### src/rtl/joy_db15_scan.sv
// Two-player DB15 poller: drives a chained 74HC165 adapter, captures 32 bits per frame, and publishes debounced active-high button words.
// Latency: one frame is (GAP_TICKS + 1 + 64) ticks plus alignment and 1 clk. An update needs two identical consecutive frames.
// Backpressure: none. Results are published with a one-clk frame_valid strobe, and the consumer must sample it in that clk.
//
// Ports:
//   clk         joystick clock (40-50 MHz)
//   reset_n     asynchronous reset, active-low
//   ena         polling enable; only looked at while idle between frames
//   JOY_DATA    serial data from the '165 chain (Q7); buttons are active-low
//   JOY_CLK     shift clock to the chain; the chain advances on its rising edge
//   JOY_LOAD    parallel load to the chain, active-low
//   joystick1   player 1 buttons (raw bits 15:0), 1 = pressed
//   joystick2   player 2 buttons (raw bits 31:16), 1 = pressed
//   frame_valid one-clk pulse in the clk where joystick1/joystick2 take new values
module joy_db15_scan #(
  parameter int CLK_DIV   = 24,
  parameter int GAP_TICKS = 1000
) (
  input  logic        clk,
  input  logic        reset_n,
  input  logic        ena,
  input  logic        JOY_DATA,
  output logic        JOY_CLK,
  output logic        JOY_LOAD,
  output logic [15:0] joystick1,
  output logic [15:0] joystick2,
  output logic        frame_valid
);

  localparam int DIV_W = (CLK_DIV > 2) ? $clog2(CLK_DIV) : 1;
  localparam int GAP_W = (GAP_TICKS > 1) ? $clog2(GAP_TICKS + 1) : 1;
  localparam logic [DIV_W-1:0] DIV_LAST = DIV_W'(CLK_DIV - 1);
  localparam logic [GAP_W-1:0] GAP_LAST = GAP_W'(GAP_TICKS - 1);

  typedef enum logic [1:0] {
    S_IDLE,
    S_LOAD,
    S_SHIFT,
    S_CMP
  } state_t;

  state_t           state, state_nxt;
  logic [DIV_W-1:0] div_q;
  logic             tick;
  logic [GAP_W-1:0] gap_q, gap_nxt;
  logic [4:0]       bit_q, bit_nxt;
  logic             phase_q, phase_nxt;   // 0: JOY_CLK low half, 1: JOY_CLK high half
  logic [31:0]      shreg;
  logic [31:0]      prev_raw;
  logic             cap_en;
  logic             publish;
  logic             clear_out;

  // Free-running tick divider; it is never re-aligned, so frame starts
  // land on whatever tick comes next after the gap expires.
  always_ff @(posedge clk or negedge reset_n) begin
    if (!reset_n) begin
      div_q <= '0;
    end else if (tick) begin
      div_q <= '0;
    end else begin
      div_q <= div_q + DIV_W'(1);
    end
  end

  assign tick = (div_q == DIV_LAST);

  always_comb begin
    state_nxt = state;
    gap_nxt   = gap_q;
    bit_nxt   = bit_q;
    phase_nxt = phase_q;
    cap_en    = 1'b0;
    publish   = 1'b0;
    clear_out = 1'b0;
    case (state)
      S_IDLE: begin
        if (!ena) begin
          gap_nxt   = '0;
          clear_out = 1'b1;
        end else if (tick) begin
          if (gap_q == GAP_LAST) begin
            gap_nxt   = '0;
            state_nxt = S_LOAD;
          end else begin
            gap_nxt = gap_q + GAP_W'(1);
          end
        end
      end
      S_LOAD: begin
        if (tick) begin
          state_nxt = S_SHIFT;
          bit_nxt   = 5'd0;
          phase_nxt = 1'b0;
        end
      end
      S_SHIFT: begin
        if (tick) begin
          if (!phase_q) begin
            // The data bit has been stable for the whole low half.
            cap_en    = 1'b1;
            phase_nxt = 1'b1;
          end else begin
            phase_nxt = 1'b0;
            if (bit_q == 5'd31) begin
              state_nxt = S_CMP;
            end else begin
              bit_nxt = bit_q + 5'd1;
            end
          end
        end
      end
      S_CMP: begin
        // Glitch filter: publish only when two consecutive frames agree.
        publish   = (shreg == prev_raw);
        state_nxt = S_IDLE;
      end
      default: begin
        state_nxt = S_IDLE;
      end
    endcase
  end

  always_ff @(posedge clk or negedge reset_n) begin
    if (!reset_n) begin
      state   <= S_IDLE;
      gap_q   <= '0;
      bit_q   <= 5'd0;
      phase_q <= 1'b0;
    end else begin
      state   <= state_nxt;
      gap_q   <= gap_nxt;
      bit_q   <= bit_nxt;
      phase_q <= phase_nxt;
    end
  end

  // Pin drivers are registered from the next-state decode. They change in the
  // same clk as the state, and nothing on an input reaches a pin combinationally.
  // JOY_CLK is only high inside SHIFT, so it can never overlap JOY_LOAD low.
  always_ff @(posedge clk or negedge reset_n) begin
    if (!reset_n) begin
      JOY_LOAD <= 1'b1;
      JOY_CLK  <= 1'b0;
    end else begin
      JOY_LOAD <= (state_nxt != S_LOAD);
      JOY_CLK  <= (state_nxt == S_SHIFT) && phase_nxt;
    end
  end

  always_ff @(posedge clk or negedge reset_n) begin
    if (!reset_n) begin
      shreg    <= '0;
      prev_raw <= 32'hFFFF_FFFF;
    end else begin
      if (cap_en) begin
        shreg[bit_q] <= JOY_DATA;
      end
      if (state == S_CMP) begin
        prev_raw <= shreg;
      end
    end
  end

  // frame_valid is registered together with the button words, so the strobe
  // and the new values appear in the same clk.
  always_ff @(posedge clk or negedge reset_n) begin
    if (!reset_n) begin
      joystick1   <= 16'h0000;
      joystick2   <= 16'h0000;
      frame_valid <= 1'b0;
    end else begin
      frame_valid <= publish;
      if (publish) begin
        joystick1 <= ~shreg[15:0];
        joystick2 <= ~shreg[31:16];
      end else if (clear_out) begin
        joystick1 <= 16'h0000;
        joystick2 <= 16'h0000;
      end
    end
  end

endmodule

### config.mk
export PLATFORM = sky130hd
export DESIGN_NAME = joy_db15_scan
export DESIGN_NICKNAME = d
export VERILOG_FILES = /design/src/rtl/joy_db15_scan.sv
export SDC_FILE = /design/constraint.sdc
export NUM_CORES = 1
export LEC_CHECK = 0
export BUFFER_PORTS_ARGS = -buffer_cell sky130_fd_sc_hd__buf_2
export CAP_MARGIN = 20
export CORE_MARGIN = 5
export CORE_UTILIZATION = 54
export DETAILED_ROUTE_END_ITERATION = 10
export GPL_TIMING_DRIVEN = 0
export PLACE_DENSITY = 0.68
export SYNTH_ARGS = -nofsm -noshare
export SYNTH_HDL_FRONTEND = slang
export SYNTH_SLANG_ARGS = --single-unit
### constraint.sdc
create_clock -name clk -period 2.8 [get_ports clk]
set_input_delay 0 -clock clk [delete_from_list [all_inputs] [get_ports clk]]
set_output_delay 0 -clock clk [all_outputs]
set_load 0.02 [all_outputs]
==> impl.org, run 1 <==
** Status
- The run finished with clean final reports.

** Pwr
- Leakage component of the power :: 3.332 nW
- Portion of total power attributed to combinational logic :: 2.2%
- Of the total power, the share spent switching nets is 19.48%.
- Across the VDD grid, the largest voltage drop is 322.6 uV.
- Sequential fraction of design power :: 41.2%
- Cell Int Power :: 3.504 mW
- The clock network burns 56.6% of the power.
- In this run the power density over the cells is 625.5 nW/um2.
- Psw :: 847.6 uW

** Critical path
- The setup path with the least slack is of type flop to flop.
- For this design, the slowest cell found on the critical path is and3_1.
- Kind of cell with the highest combined delay on the critical path :: simple AND/OR/NAND/NOR gates
- Critical path cell sequence :: ha_1 > and4b_1 > clkbuf_1 > ha_1 > and3_1 > nand2_1 > mux2_1
- Startpoint of the most critical register-to-register path :: div_q[0]
- The worst register-to-register path has a setup slack of 0.24 ns.
- Crit path capture type :: flop
- Together, buffers and inverters on the worst path number 1.
- Critical path's most frequent cell :: ha_1
- Capturing point of the worst reg2reg path :: shreg[2]
- Reg2Reg Depth :: 7
- Largest stage delay on the critical path :: 0.41 ns
- Along the worst path, the maximum fanout reaches 10.
- The worst setup path is launched from a flop.
- STA puts the critical path data required time at 3.20 ns.
- STA puts the critical path data arrival time at 2.97 ns.

** Floorplan
- From left edge to right edge, the die measures 114.1 um.
- Row count :: 38
- Core outline area :: 10750 um2
- Boundary pin count :: 39
- Effective utilization at floorplan :: 54.48%
- The die is 114.1 um tall.
- The die covers 13020 um2.

** Place
- Routability-driven placement finished with a final weighted congestion of 0.8968.
- HPWL after DPL :: 8776 um
- Number of port buffers :: 38
- In this run, placement finished with an instance count of 679.

** Synth
- Avg Cell Area, Syn :: 11.71 um2
- Synth Net Count :: 517
- In the synthesized netlist, the number of instances is 500.
- Post-synthesis sequential element count :: 122
- The Yosys step of the flow raised 0 warnings.
- Post-synth EDFFs :: 0
- Count of cell types in the netlist :: 45
- Summing every instance area after synthesis gives 5854 um2.
- Sequential elements use 52.85% of the synthesized area.
- Among all flip-flop cells after synthesis, the most frequent one is dfrtp_1.
- Counting flops with an async set or reset pin after synthesis yields a share of 100.0%.

** Timing
- Relative slew slack :: 52.49%
- Setup violations remaining at the end of the flow were counted as 0.
- Total negative slack for setup checks :: 0 ns
- Upper clock frequency limit :: 390.1 MHz
- Hold timing on the final database bottoms out at a slack of 0.01076 ns.
- Tmin final :: 2.563 ns
- On the final layout, the worst clock skew is 0.006508 ns.
- In the finished design, the share of the clock period the worst path needs comes to 91.54%.
- At the pin with the least slew margin, the transition time is 0.7111 ns.
- Setup repair after global routing left no endpoint under its margin.
- Number of pins with negative max-slew slack in the final report :: 0
- Fin. Hold Viols :: 0

** Global routing
- Largest net degree at the start of global routing :: 65
- Number of antenna violations at the first check in global routing :: 0
- Across every metal layer, demand over resource in global routing totals 20.68%.
- Global-route wire length before repair :: 20930 um
- For this run the aggregate overflow at the end of global routing stands at 0.
- The via count of the first global-routing pass came to 4092.

** Clock tree
- Number of buffers on the longest clock path :: 2
- CTS placed an instance of clkbuf_8 at the clock tree root.
- Once the clock tree was built, the setup fixing pass inserted 0 buffers.
- CTS built an H-tree with a depth of 4.
- Clock latency on the worst-skew pair, taken at its later pin, is 0.52 ns.
- CTS tree :: done
- For this design, the sink count on the clock tree is 122.
- TritonCTS buffer count :: 17
- Clock transition at path regs :: 0.06 ns

** Final layout
- After the flow finishes, the layout carries non-filler instances totaling 714.
- Area added between synthesis and finish :: 18.85%
- Share of final-layout standard cells stronger than drive strength 1 :: 29.44%
- 0 antenna diodes ended up in the layout.
- The filler cells instantiated in the layout total 866.
- Cells fill 64.75% of the core in the end.
- Final layout net count :: 578

** Detailed routing
- Number of vias in the routed layout :: 4035
- Using the TritonRoute via totals, the vias-per-cell ratio works out to 5.651.
- Number of iterations in the first detailed-routing pass :: 4
- Remaining routing DRC violations :: 0
- In the final routed layout, each cell accounts on average for 17.52 um.
- The count of nets left with antenna violations once routing finished came out at 0.
- The detailed router finished its first iteration with 177 violations.
- Final wirelength :: 12510 um

** Run
- Max Cap Violations :: 0

** Worst hold path
- Class of the tightest hold or removal check :: input pin to asynchronous set/reset pin
## cells in the mapped netlist, types with 7 or more instances
cell,count,area (um2)
nand3_1,14,70.07
nand4_1,7,43.79
nand2_1,67,251.5
xor2_1,23,201.4
dfrtp_1,89,2227
inv_1,9,33.78
and3_1,8,50.05
mux2_2,58,653.1
nor2_1,26,97.59
dfstp_2,33,867.1
clkbuf_1,17,63.81
o21ai_1,13,65.06
o21ai_0,10,50.05
ha_1,13,162.7
xnor2_1,14,122.6
mux2i_1,32,320.3
## per-stage QoR
step           area, um2  power (mW)  worst slack, ns
5_1_grt             6958       4.489          0.09294
3_3_place_gp        6220       1.906           0.2857
2_1_floorplan       5854       1.855           0.7492
3_5_place_dp        6254       1.916           0.2637
6_report            6958       4.352           0.2368
4_1_cts             6958       4.391           0.2495
## placed cells by master (no fill, tap or decap), types with 7 or more instances in the layout
cell type	Yosys	final
and3_1	8	8
xnor2_1	14	14
dfstp_2	33	33
dfrtp_1	89	89
ha_1	13	13
nor2_1	26	26
nand4_1	7	7
clkbuf_1	17	18
mux2i_1	32	32
o21ai_1	13	13
clkbuf_16	0	16
buf_2	0	37
mux2_2	58	58
nand3_1	14	14
o21ai_0	10	10
nand2_1	67	67
xor2_1	23	23
inv_1	9	9
## state kept, by name, indices dropped and copies added (netlist names)
| signal | flops |
|---|---|
| shreg | 32 |
| prev_raw | 32 |
| state | 2 |
| bit_q | 5 |
| JOY_LOAD | 1 |
| JOY_CLK | 1 |
| div_q | 5 |
| joystick1 | 16 |
| joystick2 | 16 |
| phase_q | 1 |
| frame_valid | 1 |
| gap_q | 10 |
## how the worst max path moves through the flow
stage | slack, ns | cells after the start | to | from
after floorplan | 0.75 | 7 | shreg[23] | div_q[0]
after global placement | 0.29 | 1 | joystick2[6] | reset_n
after detailed placement | 0.26 | 7 | shreg[5] | div_q[0]
after CTS | 0.25 | 7 | shreg[5] | div_q[0]
after global routing | 0.09 | 7 | shreg[5] | div_q[0]
final | 0.24 | 7 | shreg[2] | div_q[0]
## layout make-up
type | count | area (um2) | share of cell area [%]
clock buffer | 21 | 459.2 | 6.600
tap | 140 | 175.2 | 2.518
sequential | 122 | 3094 | 44.47
multi-input combinational | 347 | 2587 | 37.19
buffer | 21 | 135.1 | 1.942
inverter | 10 | 37.54 | 0.5395
timing repair buffer | 42 | 254.0 | 3.650
clock inverter | 11 | 215.2 | 3.093
## cells by family (layout without fill, tap and decap cells)
| family | after synthesis | in the layout | synth area share [%] |
|---|---|---|---|
| adders and majority gates | 13 | 13 | 2.778 |
| AOI/OAI and AO/OA | 45 | 45 | 4.702 |
| xor gates and xnor gates | 37 | 37 | 5.535 |
| muxes | 96 | 96 | 17.78 |
| and+or+nand+nor | 156 | 156 | 13.40 |
| DFF | 122 | 122 | 52.85 |
| buffers and inverters | 31 | 105 | 2.949 |
## routing by layer
layer	share of wire (%)	vias up	wire, um	track usage [%]
li1	-	1875	-	-
met4	1.6	0	197	6.968
met1	46	2038	5722	28.47
met3	4.9	21	616	5.127
met5	0	-	0	0
met2	48	101	5969	32.20
## repair_timing
| item | CTS | global route |
|---|---|---|
| endpoints found under the hold margin | 115 | 0 |
| hold buffers | 3 | 0 |
| gates resized for setup | 0 | 0 |
## power by group through the flow
stage	Combinational [mW]	Clock (mW)	Sequential [mW]
CTS	0.0985	2.50	1.79
global route	0.109	2.59	1.79
global placement	0.0856	0	1.82
finish	0.0957	2.46	1.79
floorplan	0.0374	0	1.82
detailed placement	0.0947	0	1.82
No activity file was read; power rests on OpenSTA's default activity.
==> run 2: changes to the inputs <==
SETUP_SLACK_MARGIN = 0.3   (was default)
==> run 2 against run 1 <==
  * Maximum frequency rose by 7.9%
  * Sequential share of layout area about the same
  * Clock power about the same
  * Largest power group unchanged
  * Combinational power hardly changed
  * First-iteration DRC count increased by 4.5%
  * Critical endpoint unchanged
  * Largest cell class unchanged
==> impl.org, run 2 (synthesized netlist as in run 1, its figures left out) <==
** Status
- Outcome :: complete, no violations

** Critical path
- STA classifies the critical path startpoint as a flop.
- Crit-path max FO :: 10
- Critical path data required time :: 3.20 ns
- R2r setup slk :: 0.42 ns
- Startpoint of the most critical register-to-register path :: div_q[0]
- CP max-delay cell :: and3_1
- The worst setup path is captured at a flop.
- At the worst endpoint, the arrival time is 2.78 ns.
- Grouping stages by cell kind, the critical path spends the most delay in simple AND/OR/NAND/NOR gates.
- Buffers and inverters on the worst path :: 1
- Walking the worst path, the cells encountered are ha_1 > and4b_1 > clkbuf_2 > ha_1 > and3_1 > nand2_1 > mux2_1.
- In this design, the stage delay of the slowest critical-path cell is 0.41 ns.
- Capturing point of the worst reg2reg path :: shreg[2]
- For the worst flop-to-flop path, the logic depth is 7.
- Category of the most critical setup path :: flop to flop
- The most numerous cell type found on the critical path is ha_1.

** Floorplan
- The die covers 13020 um2.
- Height of the die :: 114.1 um
- The floorplan step defined a core boundary enclosing 10750 um2.
- The floorplan step set the die width to 114.1 um.
- In this run the count of I/O pins placed on the die edge is 39.
- Effective utilization at floorplan :: 54.48%
- The floorplan has 38 rows.

** Global routing
- Total gr overflow :: 0
- Largest net degree at the start of global routing :: 65
- Global-route wire length before repair :: 20930 um
- The number of antenna violations at the first check in global routing was 0.
- The via count of the first global-routing pass was 4092.
- Total routing resource utilization after global routing :: 20.68%

** Pwr
- Power density over the cells :: 625.4 nW/um2
- IR analysis of the VDD net gives a maximum drop of 322.6 uV.
- Leakage component of the power :: 3.335 nW

** Clock tree
- H-tree depth :: 4
- CTS tree :: done
- Counting every sink on the clock net gives 122.
- CTS Root Cell :: clkbuf_8
- Clock transition at path regs :: 0.06 ns
- The clock passes through at most 2 buffers.
- Clock latency on the worst-skew pair, taken at its later pin, is 0.52 ns.
- Counting the buffers created by CTS gives 17.

** Place
- At the end of routability-driven placement, the weighted congestion stood at 0.8968.
- Number of port buffers :: 38
- Detailed placement finished with a half-perimeter wire length of 8776 um.
- After detailed placement, the design holds a cell count of 679.

** Detailed routing
- Final wirelength :: 12500 um
- Remaining routing DRC violations :: 0
- The routed layout has 4023 vias.
- After the first detailed-routing iteration, the DRC count stood at 185.
- Via-per-instance ratio :: 5.634
- Number of iterations in the first detailed-routing pass :: 4
- Once detail routing completed, the nets flagged for antenna violations numbered 0.
- WL/cell :: 17.51 um

** Final layout
- Leaving out fill and tap cells, the most frequent cell in the layout is dfrtp_1.
- The number of antenna diodes in the final layout is 0.
- Commonest cells after routing, fill and taps aside :: dfrtp_1 (89), nand2_1 (67), mux2_2 (58)
- Area added between synthesis and finish :: 18.89%
- Measured on the finished design, the core utilization comes to 64.78%.
- After the last flow step, the layout net total stands at 578.
- In the final layout, the share of cells above drive strength 1 is 29.79%.
- Once layout is complete, the cells apart from fillers number 714.
- The filler cells instantiated in the layout total 864.
- Regs by FF count :: prev_raw (32), shreg (32)

** Worst hold path
- The min-delay analysis places its worst path in the category input pin to asynchronous set/reset pin.

** Timing
- Setup violations remaining at the end of the flow were counted as 0.
- Fin. Hold Viols :: 0
- Setup clock skew after layout :: 0.006564 ns
- Total negative slack for setup checks :: 0 ns
- For the pin with the worst max-slew slack, the measured transition is 0.7111 ns.
- Setup repair after global routing left no endpoint under its margin.
- Upper clock frequency limit :: 420.9 MHz
- Subtracting the final worst setup slack from the clock period gives 2.376 ns.
- Number of pins with negative max-slew slack in the final report :: 0
- In the finished design, the share of the clock period the worst path needs comes to 84.84%.
- Relative slew slack :: 52.49%

** Run
- Max Cap Violations :: 0
run 2: layout make-up:
| cell class | count | area (um2) | area share, % |
|---|---|---|---|
| sequential | 122 | 3094 | 44.45 |
| multi-input combinational | 347 | 2589 | 37.19 |
| clock buffer | 21 | 459.2 | 6.597 |
| timing repair buffer | 42 | 254.0 | 3.649 |
| clock inverter | 11 | 215.2 | 3.092 |
| tap | 140 | 175.2 | 2.517 |
| buffer | 21 | 136.4 | 1.959 |
| inverter | 10 | 37.54 | 0.5393 |
run 2: how the worst max path moves through the flow:
stage / startpoint / end / slack (ns) / cells after the start
3_3_place_gp: reset_n / joystick2[6] / 0.29 / 1
2_1_floorplan: div_q[0] / shreg[23] / 0.75 / 7
5_1_grt: state[0] / shreg[22] / 0.31 / 7
4_1_cts: div_q[0] / shreg[5] / 0.43 / 7
6_report: div_q[0] / shreg[2] / 0.42 / 7
3_5_place_dp: div_q[0] / shreg[5] / 0.26 / 7
run 2: report_power, final:
group	leakage, nW	switching, mW	internal [mW]
clock	0.316	0.771	1.69
sequential	1.37	0.0138	1.78
combinational	1.65	0.0644	0.0313
run 2: worst reg2reg max path, stage by stage, from the launching register on:
cell      delay (ns)
dfrtp_1         0.38
ha_1            0.21
and4b_1         0.24
clkbuf_2        0.24
ha_1            0.33
and3_1          0.41
nand2_1         0.12
mux2_1          0.32
run 2: routing by layer:
metal	up-vias	wire length [um]	global-route usage [%]
li1	1875	-	-
met1	2032	5732	28.47
met2	95	5961	32.20
met3	21	612	5.127
met4	0	197	6.968
met5	-	0	0
run 2: repair_timing:
item                                   4_1_cts  5_1_grt
endpoints found under the hold margin      115        0
hold buffers                                 3        0
pin swaps                                    0        0
setup endpoints to repair                   10        1
setup buffers                                0        0
resized for setup                            1        1
run 2: per-stage QoR:
step / power, mW / worst slack (ns) / hold slack, ns / cell area [um2]
after detailed placement: 1.916 / 0.2637 / -0.002976 / 6254
after global routing: 4.489 / 0.3065 / 0.06193 / 6960
after floorplan: 1.855 / 0.7492 / -0.2956 / 5854
after global placement: 1.906 / 0.2857 / 0.3145 / 6220
final: 4.353 / 0.4244 / 0.01108 / 6960
after CTS: 4.391 / 0.4309 / 0.02279 / 6959
